===== src/rtl/guess_reg_pkg.sv =====
// Shared definitions for the mastermind guess-entry register: FSM encoding,
// winning-request encoding, default geometry and the count-width helper.
package guess_reg_pkg;

  localparam int PEG_W_DEF = 2;
  localparam int PEGS_DEF  = 4;

  typedef enum logic [1:0] {
    ST_EMPTY = 2'd0,
    ST_FILL  = 2'd1,
    ST_FULL  = 2'd2
  } state_t;

  // Effective action chosen for the current cycle after priority resolution
  typedef enum logic [2:0] {
    ACT_NONE   = 3'd0,
    ACT_CLEAR  = 3'd1,
    ACT_COMMIT = 3'd2,
    ACT_UNDO   = 3'd3,
    ACT_ENTER  = 3'd4
  } act_t;

  function automatic int cnt_w(input int pegs);
    return $clog2(pegs + 1);
  endfunction

endpackage


===== src/rtl/guess_reg_peg_slot.sv =====
// One staging slot of the guess register: PEG_W-bit register with
// synchronous clear (dominant) and load, asynchronous active-low reset.
module peg_slot #(
  parameter int PEG_W = 2
) (
  input  logic             i_clk,
  input  logic             i_rst_n,
  input  logic             i_load,
  input  logic             i_clr,
  input  logic [PEG_W-1:0] i_d,
  output logic [PEG_W-1:0] o_q
);

  logic [PEG_W-1:0] r_q;

  always_ff @(posedge i_clk or negedge i_rst_n) begin
    if (!i_rst_n)    r_q <= '0;
    else if (i_clr)  r_q <= '0;
    else if (i_load) r_q <= i_d;
  end

  assign o_q = r_q;

endmodule


===== src/rtl/guess_reg.sv =====
// Guess-entry register: stages one peg per enable, commits a full guess to s
// with a one-cycle guess_valid pulse. Optional undo via GUESS_REG_UNDO_EN.
module guess_reg
  import guess_reg_pkg::*;
#(
  parameter int PEG_W = PEG_W_DEF,
  parameter int PEGS  = PEGS_DEF
) (
  input  logic                   CLK,
  input  logic                   reset,
  input  logic [PEG_W-1:0]       a,
  input  logic                   enable,
  input  logic                   commit,
  input  logic                   clear,
`ifdef GUESS_REG_UNDO_EN
  input  logic                   undo,
`endif
  output logic [PEGS*PEG_W-1:0]  s,
  output logic [cnt_w(PEGS)-1:0] count,
  output logic                   full,
  output logic                   guess_valid
);

  localparam int CW = cnt_w(PEGS);

  state_t                r_state;
  state_t                w_state_nxt;
  act_t                  w_act;
  logic [CW-1:0]         r_count;
  logic [CW-1:0]         w_count_nxt;
  logic [PEGS*PEG_W-1:0] r_s;
  logic [PEGS*PEG_W-1:0] w_stage;
  logic                  r_valid;
  logic [PEGS-1:0]       w_load;
  logic [PEGS-1:0]       w_clr;

  // Highest-priority asserted request wins even when it is a no-op here
  always_comb begin
    w_act = ACT_NONE;
    if (clear)
      w_act = ACT_CLEAR;
    else if (commit)
      w_act = (r_state == ST_FULL) ? ACT_COMMIT : ACT_NONE;
`ifdef GUESS_REG_UNDO_EN
    else if (undo)
      w_act = (r_state != ST_EMPTY) ? ACT_UNDO : ACT_NONE;
`endif
    else if (enable)
      w_act = (r_state != ST_FULL) ? ACT_ENTER : ACT_NONE;

    w_count_nxt = r_count;
    case (w_act)
      ACT_CLEAR, ACT_COMMIT: w_count_nxt = '0;
      ACT_UNDO:              w_count_nxt = r_count - CW'(1);
      ACT_ENTER:             w_count_nxt = r_count + CW'(1);
      default:               w_count_nxt = r_count;
    endcase

    if (w_count_nxt == '0)              w_state_nxt = ST_EMPTY;
    else if (w_count_nxt == CW'(PEGS))  w_state_nxt = ST_FULL;
    else                                w_state_nxt = ST_FILL;
  end

  always_ff @(posedge CLK or negedge reset) begin
    if (!reset) begin
      r_state <= ST_EMPTY;
      r_count <= '0;
      r_s     <= '0;
      r_valid <= 1'b0;
    end else begin
      r_state <= w_state_nxt;
      r_count <= w_count_nxt;
      r_valid <= (w_act == ACT_COMMIT);
      if (w_act == ACT_COMMIT) r_s <= w_stage;
    end
  end

  genvar k;
  generate
    for (k = 0; k < PEGS; k++) begin : g_slot
      assign w_load[k] = (w_act == ACT_ENTER) && (r_count == CW'(k));
      assign w_clr[k]  = (w_act == ACT_CLEAR) || (w_act == ACT_COMMIT) ||
                         ((w_act == ACT_UNDO) && (r_count == CW'(k + 1)));
      peg_slot #(.PEG_W(PEG_W)) u_slot (
        .i_clk   (CLK),
        .i_rst_n (reset),
        .i_load  (w_load[k]),
        .i_clr   (w_clr[k]),
        .i_d     (a),
        .o_q     (w_stage[k*PEG_W +: PEG_W])
      );
    end
  endgenerate

  always_comb begin
    s           = r_s;
    count       = r_count;
    full        = (r_state == ST_FULL);
    guess_valid = r_valid;
  end

endmodule


===== config.mk =====
export PLATFORM = sky130hd
export DESIGN_NAME = guess_reg
export DESIGN_NICKNAME = d
export VERILOG_FILES = /design/src/rtl/guess_reg_pkg.sv /design/src/rtl/guess_reg_peg_slot.sv /design/src/rtl/guess_reg.sv
export SDC_FILE = /design/constraint.sdc
export NUM_CORES = 1
export LEC_CHECK = 0
export BUFFER_PORTS_ARGS = -buffer_cell sky130_fd_sc_hd__buf_2
export CAP_MARGIN = 15
export CORE_ASPECT_RATIO = 0.7
export CORE_MARGIN = 3
export CORE_UTILIZATION = 52
export DETAILED_ROUTE_END_ITERATION = 10
export HOLD_SLACK_MARGIN = 0.03
export PLACE_DENSITY = 0.73
export SYNTH_ARGS = -nofsm -noshare
export SYNTH_HDL_FRONTEND = slang
export SYNTH_HIERARCHICAL = 1
export SYNTH_SLANG_ARGS = --single-unit

===== constraint.sdc =====
create_clock -name CLK -period 1.77 [get_ports CLK]
set_clock_uncertainty 0.15 [all_clocks]
set_input_delay 0.2655 -clock CLK [delete_from_list [all_inputs] [get_ports CLK]]
set_output_delay 0.2655 -clock CLK [all_outputs]
set_load 0.02 [all_outputs]

=== After elaboration in Yosys (flattened, before gate mapping) ===
Index checks and enable logic that the tools add are counted.

* $add $sub $neg: 2
* Multiply operators: 0
* Divide/modulo/power cells: 0
* $lt $le $gt $ge: 0
* Equality and inequality tests: 11
* Shift-type cells: 0
* Muxes and demuxes: 16
* Bitwise logic cells: 0
* Reductions and logical operators: 20

{| class="wikitable"
|+ Operator list
! kind !! count
|-
| two-way mux 2 bit || 11
|-
| equality test 3 x 2 -> 1 bit (second input constant) || 4
|-
| two-way mux 3 bit || 4
|-
| equality test 3 bit (second input constant) || 3
|-
| one-hot mux 3 bit (3 select lines) || 1
|-
| logical AND 1 bit || 8
|-
| nonzero test 2 bit || 4
|-
| equality test 3 x 1 -> 1 bit (second input constant) || 2
|-
| logical NOT 3 bit || 2
|-
| logical OR 1 bit || 5
|-
| adder 3 x 1 -> 3 bit (second input constant) || 1
|-
| subtractor 3 x 1 -> 3 bit (second input constant) || 1
|-
| equality test 2 bit (second input constant) || 1
|-
| != test 2 bit (second input constant) || 1
|-
| OR reduction 2 bit || 1
|}

* Flip-flop bits (word level): 22
* Latch bits: 0
* RAM bits: 0
* ROM bits: 0
* Input bits: 7
* Output and inout bits: 13
* Logic and storage cells: 57
* Memories: 0

=== Logic depth before layout (Yosys ltp) ===
* Depth after elaboration: 11
* Depth in mapped cells: 6
* Depth with buffers taken out: 5

=== Hierarchy ===
Netlist, hierarchy kept.

{| class="wikitable"
|+ By module, submodules not included
! module !! times used !! cells an instance !! area an instance (um2) !! sequential area each (um2)
|-
| guess_reg || 1 || 58 || 698.2 || 350.3
|-
| peg_slot || 4 || 6 || 77.6 || 50.0
|}

=== Worst setup path before layout ===
OpenSTA, ideal clock, no wires.

* Path type: reg2reg
* Start: reg r_state[1]
* End: reg r_state[0]
* Library setup time: 0.124 ns
* Arrival time: 1.363 ns
* Required time: 1.496 ns
* Slack: 0.133 ns
* Cell stages (with the launch flop): 6
* Path buffers: 1
* Period minus slack after synthesis: 1.637 ns
* Cells stage by stage: dfrtp_1 -> nor2b_4 -> buf_6 -> or3_4 -> a32o_1 -> or2_1

* Elaborated cells between the ends (all ways): 17
* Those cells by class: eq/ne: 7; mux: 8; reduce/logical: 2

{| class="wikitable"
|+ RTL lines
! element !! RTL line !! RTL
|-
| start: declaration || guess_reg.sv:26 || <nowiki>state_t r_state;</nowiki>
|-
| start signal: assignment || guess_reg.sv:71 || <nowiki>r_state <= w_state_nxt;</nowiki>
|-
| equality test 2 bit (*) || - ||
|-
| via full || guess_reg.sv:20 || <nowiki>output logic full,</nowiki>
|-
| two-way mux 2 bit (*) || guess_reg.sv:43 || <nowiki>w_act = (r_state == ST_FULL) ? ACT_COMMIT : ACT_NONE;</nowiki>
|-
| two-way mux 3 bit (*) || guess_reg.sv:42 || <nowiki>else if (commit)</nowiki>
|-
| two-way mux 3 bit (*) || guess_reg.sv:40 || <nowiki>if (clear)</nowiki>
|-
| equality test 3 x 2 -> 1 bit / equality test 3 x 1 -> 1 bit (equally long branches) || guess_reg.sv:52 || <nowiki>case (w_act)</nowiki>
|-
| OR reduction 2 bit || guess_reg.sv:52 ||
|-
| one-hot mux 3 bit (3 select lines) (*) || guess_reg.sv:52 ||
|-
| via w_count_nxt[1] || guess_reg.sv:30 || <nowiki>logic [CW-1:0] w_count_nxt;</nowiki>
|-
| equality test 3 bit || guess_reg.sv:60 || <nowiki>else if (w_count_nxt == CW'(PEGS)) w_state_nxt = ST_FULL;</nowiki>
|-
| two-way mux 2 bit || guess_reg.sv:60 ||
|-
| two-way mux 2 bit (*) || guess_reg.sv:59 || <nowiki>if (w_count_nxt == '0) w_state_nxt = ST_EMPTY;</nowiki>
|-
| via w_state_nxt[0] || guess_reg.sv:27 || <nowiki>state_t w_state_nxt;</nowiki>
|}

Mark *: on every way through the listed nets, which the timed path passes. The rest lies on a longest branch.
A chain may end at the register's enable or synchronous reset.

=== Final worst setup path ===
* Start: reg r_count[0] (netlist: count[0])
* End: reg r_state[1]

* Cells in the longest elaborated chain, start to end: 5
* Elaborated cells between the ends (all ways): 7
* Those cells by class: add/sub: 2; eq/ne: 1; mux: 3; reduce/logical: 1

{| class="wikitable"
|+ RTL lines
! element !! RTL line !! RTL
|-
| start: declaration || guess_reg.sv:29 || <nowiki>logic [CW-1:0] r_count;</nowiki>
|-
| start signal: assignment || guess_reg.sv:72 || <nowiki>r_count <= w_count_nxt;</nowiki>
|-
| adder 3 x 1 -> 3 bit / subtractor 3 x 1 -> 3 bit (equally long branches) || guess_reg.sv:55, guess_reg.sv:54 ||
|-
| one-hot mux 3 bit (3 select lines) (*) || guess_reg.sv:52 ||
|-
| equality test 3 bit || guess_reg.sv:60 ||
|-
| two-way mux 2 bit || guess_reg.sv:60 ||
|-
| two-way mux 2 bit (*) || guess_reg.sv:59 ||
|-
| via w_state_nxt[1] || guess_reg.sv:27 ||
|}

Marked as above.

==> flow_results.org <==
** CTS
- After clock tree synthesis, the setup repair step added 0 buffers.
- TritonCTS built the clock tree.
- Clock-pin slew was measured on the worst setup and hold paths at roughly 110 ps.
- Buffers inserted during clock tree synthesis total 3.
- Sinks on the clock net :: 22
- Clock latency on the worst-skew pair, taken at its later pin, is 300 ps.
- CTS placed an instance of sky130_fd_sc_hd__clkbuf_4 at the clock tree root.
- No sink is reached through more buffers than the 2 on the longest clock path.
- In this run the number of H-tree levels came out at 1.

** Floorplanning
- From bottom edge to top edge, the die measures 42.8 um.
- For this configuration, the core starts out at a cell density of slightly below 60%.
- Site Rows :: 12
- The die covers 2510 sq um.
- Die W :: 58.6 um
- In this run the standard cell core region covers 1700 sq um.
- In this run the count of I/O pins placed on the die edge is 20.

** Logic synthesis
- The cell count after synthesis came out at 82.
- Count of yosys warnings during synthesis :: 6
- Portion of the post-synthesis area used by sequential elements :: 54.6%
- Count of unique library cells instantiated by Yosys :: 24
- In the post-synthesis netlist, the biggest area contributors are sky130_fd_sc_hd__dfrtp_1 (55%), sky130_fd_sc_hd__mux2_2 (8.9%), sky130_fd_sc_hd__mux2i_1 (7.9%).
- Post-Synthesis Mean Instance Area :: 12.3 sq um
- Post-synth top area share :: 54.6%
- Yosys instantiated no cell more often than sky130_fd_sc_hd__dfrtp_1.
- EDFF count, synth :: 0
- When the netlist entered floorplanning its net count stood at between 90 and 100.
- Number of synthesized register bits :: 22
- The commonest cells after synthesis are sky130_fd_sc_hd__dfrtp_1 (22), sky130_fd_sc_hd__inv_1 (8), sky130_fd_sc_hd__mux2_2 (8), sky130_fd_sc_hd__mux2i_1 (8), sky130_fd_sc_hd__nor2_1 (8).
- After synthesis, the share of flip-flops with an asynchronous set or reset is 100%.
- Main synth FF type :: sky130_fd_sc_hd__dfrtp_1
- The cell area that synthesis handed to floorplanning was 1010 sq um.
- Of all cell types, the one taking the most synthesized area is sky130_fd_sc_hd__dfrtp_1.

** Final layout
- Share of layout cells above drive strength 1 :: 36.4%
- Compared with the post-synthesis result, the final layout area differs by 18.6%.
- 0 antenna diodes ended up in the layout.
- Count of filler cells inserted in the layout :: 139
- After the last flow step, the layout net total stands at 120.

** Worst setup path
- The endpoint identified for the worst register-to-register timing path is r_state[1]$_DFF_PN0_.
- Crit Path Category :: reg2reg
- The worst register-to-register path begins at count[0]$_DFF_PN0_.
- The worst setup path is launched from a register.
- Slack of the worst reg-to-reg path :: 130 ps
- Counting stages on the worst path, the most repeated cell is sky130_fd_sc_hd__ha_1.
- Of all nets on the critical path, the largest fanout is 7.
- For the worst flop-to-flop path, the logic depth is 4.
- For this run, the slowest stage of the critical path takes 480 ps.
- Critical path cell sequence :: ha_1 > ha_1 > nand2b_1 > a211oi_1
- Critical Path Sink Type :: register
- Among all stages on the critical path, the largest delay is contributed by sky130_fd_sc_hd__dfrtp_1.
- Data on the critical path is required at its endpoint by 1820 ps.
- Arrival @ worst endpoint :: between 1500 and 2000 ps

** Pwr
- IR drop worst, VDD :: approximately 0.48 mV
- Standby leakage power :: 0.636 nW
- For this design the ratio of total power to cell area is between 700 and 800 nW/um^2.

** Timing
- Unrepaired setup endpoints after global routing :: false
- Upper clock frequency limit :: 0.609 GHz
- Dividing the final minimum period by the clock period gives 92.8%.
- For the final routed database, the setup TNS stands at 0 ps.
- The final count of pins violating max slew is 0.
- The hold violation count in the final report came to 0.
- Worst relative slew slack :: 68.8%
- Final hold analysis gives a worst-case slack of between 70 and 80 ps.
- Count of final setup violators :: 0
- For the finished layout, the period the worst path requires is 1640 ps.
- For the pin with the worst max-slew slack, the measured transition is 468 ps.
- Least setup slack across all paths after layout :: 127 ps

** Global route
- The initial antenna violation count is 0.
- The via count of the first global-routing pass was 687.
- Across every metal layer, demand over resource in global routing totals 16.0%.
- Entering global routing, the biggest net connects 23 pins.
- Overall overflow remaining after global route :: 0
- Global-route wire length before repair :: ~3000 um

** Drt
- Top metal layer carrying routed signals :: met3
- After detailed routing, the number of vias per cell comes to ~5.1.
- Detailed Routing Iterations Pass 1 :: 4
- Sum of routed wire length over all layers :: around 1700 um
- For this run, design rule violations remaining after detail routing come to 0.
- In this run, the number of DRC markers left after iteration 0 of detailed routing was 7.
- Detailed routing placed a total of 840 um of wire on met2.
- Routed met3 length :: 62 um
- Across all layers, the routed design uses between 600 and 700 vias.
- Average wire per cell in the routed design :: 13.4 um
- Detailed-route wire length on metal 1 :: 815 um
- Number of nets still failing antenna checks after routing :: 0

** Hold path
- The path with the worst hold slack has its endpoint at count[0]$_DFF_PN0_.
- Hold-critical path depth :: 2
- Start point of the worst hold path :: clear
- Tightest Hold Check Type :: in2reg

** Run status
- The flow ran to the end, and the final reports show no timing, DRC or antenna violations.

** Placement
- At the placement stage, the worst setup path has a slack of 127 ps.
- In this run the tool buffered the top-level ports with 19 buffer cells.
- After legalization and detailed placement, the total HPWL measured 1260 um.
- Final weighted congestion of routability-driven global placement :: 0.744

** Run
- The tool flagged a number of max-cap violations equal to 0.
[per-layer routing]
metal / GRT usage [%] / vias up
met3: 5.47 / 0
li1: - / 328
met2: 27.2 / 11
met1: 20.5 / 312
met5: 0 / -
met4: 1.36 / 0
[report_power, final]
| group | internal, mW | switching, mW |
|---|---|---|
| logic | 0.0246 | 0.0390 |
| clock network | 0.125 | 0.135 |
| registers | 0.509 | 0.00701 |
[final cells by class]
type                            count  area (sq um)  share of cell area (%)
Inverter                            8          30.0                    2.51
Timing Repair Buffer               22           133                    11.1
Multi-Input combinational cell     51           420                    35.1
Tap cell                           21          26.3                    2.20
Sequential cell                    22           551                    46.0
Clock buffer                        4          36.3                    3.03
[through the flow]
step | utilization (%) | cell area (sq um) | cells | power [mW]
floorplan | - | 1010 | 82 | 0.555
global placement | 67.6 | 1150 | 123 | 0.586
detailed placement | 67.6 | 1150 | 123 | 0.588
CTS | 70.3 | 1190 | 128 | 0.859
global route | 70.5 | 1200 | 128 | 0.886
finish | 70.5 | 1200 | 128 | 0.840
[cell families (layout without fill, tap and decap cells)]
kind of cell             after synthesis  in the layout  synth area share (%)
AO/OA/AOI/OAI                          6              6                  4.09
AND/OR/NAND/NOR                       24             24                  14.1
multiplexers                          16             16                  16.9
adder cells (fa/ha/maj)                5              5                  6.20
flip-flops                            22             22                  54.6
buffers and inverters                  9             34                  4.09
[timing repair]
item	in CTS	in global routing
hold buffers	1	0
gates resized for setup	0	1
endpoints found under the setup margin	0	1
hold endpoints to repair	22	0
[placed cells by master (no fill, tap or decap)]
cell type | netlist | layout
sky130_fd_sc_hd__and2_1 | 1 | 1
sky130_fd_sc_hd__nor4_2 | 1 | 1
sky130_fd_sc_hd__or2_1 | 1 | 1
sky130_fd_sc_hd__nand2b_1 | 1 | 1
sky130_fd_sc_hd__o21ai_0 | 1 | 1
sky130_fd_sc_hd__a211oi_1 | 1 | 1
sky130_fd_sc_hd__nor2_2 | 1 | 1
sky130_fd_sc_hd__or3_4 | 1 | 1
sky130_fd_sc_hd__inv_1 | 8 | 8
sky130_fd_sc_hd__buf_4 | 0 | 1
sky130_fd_sc_hd__clkbuf_8 | 0 | 1
sky130_fd_sc_hd__a21oi_2 | 0 | 1
sky130_fd_sc_hd__ha_1 | 5 | 5
sky130_fd_sc_hd__nor2b_1 | 1 | 1
sky130_fd_sc_hd__mux2i_1 | 8 | 8
sky130_fd_sc_hd__nor2_1 | 8 | 8
sky130_fd_sc_hd__buf_12 | 0 | 1
sky130_fd_sc_hd__a21o_2 | 1 | 1
sky130_fd_sc_hd__or3b_1 | 1 | 1
sky130_fd_sc_hd__mux2_2 | 8 | 8
sky130_fd_sc_hd__a32o_1 | 1 | 1
sky130_fd_sc_hd__dfrtp_1 | 22 | 22
sky130_fd_sc_hd__nor2b_4 | 1 | 1
sky130_fd_sc_hd__clkbuf_4 | 0 | 3
sky130_fd_sc_hd__nand3_1 | 1 | 1
sky130_fd_sc_hd__and3_1 | 3 | 3
sky130_fd_sc_hd__nand2_1 | 3 | 3
sky130_fd_sc_hd__a21oi_1 | 2 | 1
sky130_fd_sc_hd__dlygate4sd3_1 | 0 | 1
sky130_fd_sc_hd__buf_2 | 0 | 19
[how the worst max path moves through the flow]
stage                         startpoint  slack (ps)                   end
floorplan           r_state[1]$_DFF_PN0_         130  r_state[0]$_DFF_PN0_
finish                count[0]$_DFF_PN0_         130  r_state[1]$_DFF_PN0_
global placement      count[0]$_DFF_PN0_         170  r_state[1]$_DFF_PN0_
global route          count[0]$_DFF_PN0_          30  r_state[1]$_DFF_PN0_
CTS                 r_state[1]$_DFF_PN0_         100  r_state[1]$_DFF_PN0_
detailed placement  r_state[1]$_DFF_PN0_         130  r_state[1]$_DFF_PN0_
[registers in the layout, summed over array words and instances, names as in the netlist]
name,cells
g_slot.u_slot/o_q,8
r_state,2
s,8
count,3
guess_valid,1
[worst max-delay path, delay by kind of cell, from the launching register on]
| family | cells | cell delay [ps] |
|---|---|---|
| simple gates | 1 | 170 |
| fa+ha+maj | 2 | 490 |
| flops | 1 | 480 |
| compound gates | 1 | 260 |
(Power assumes the default switching activity.)
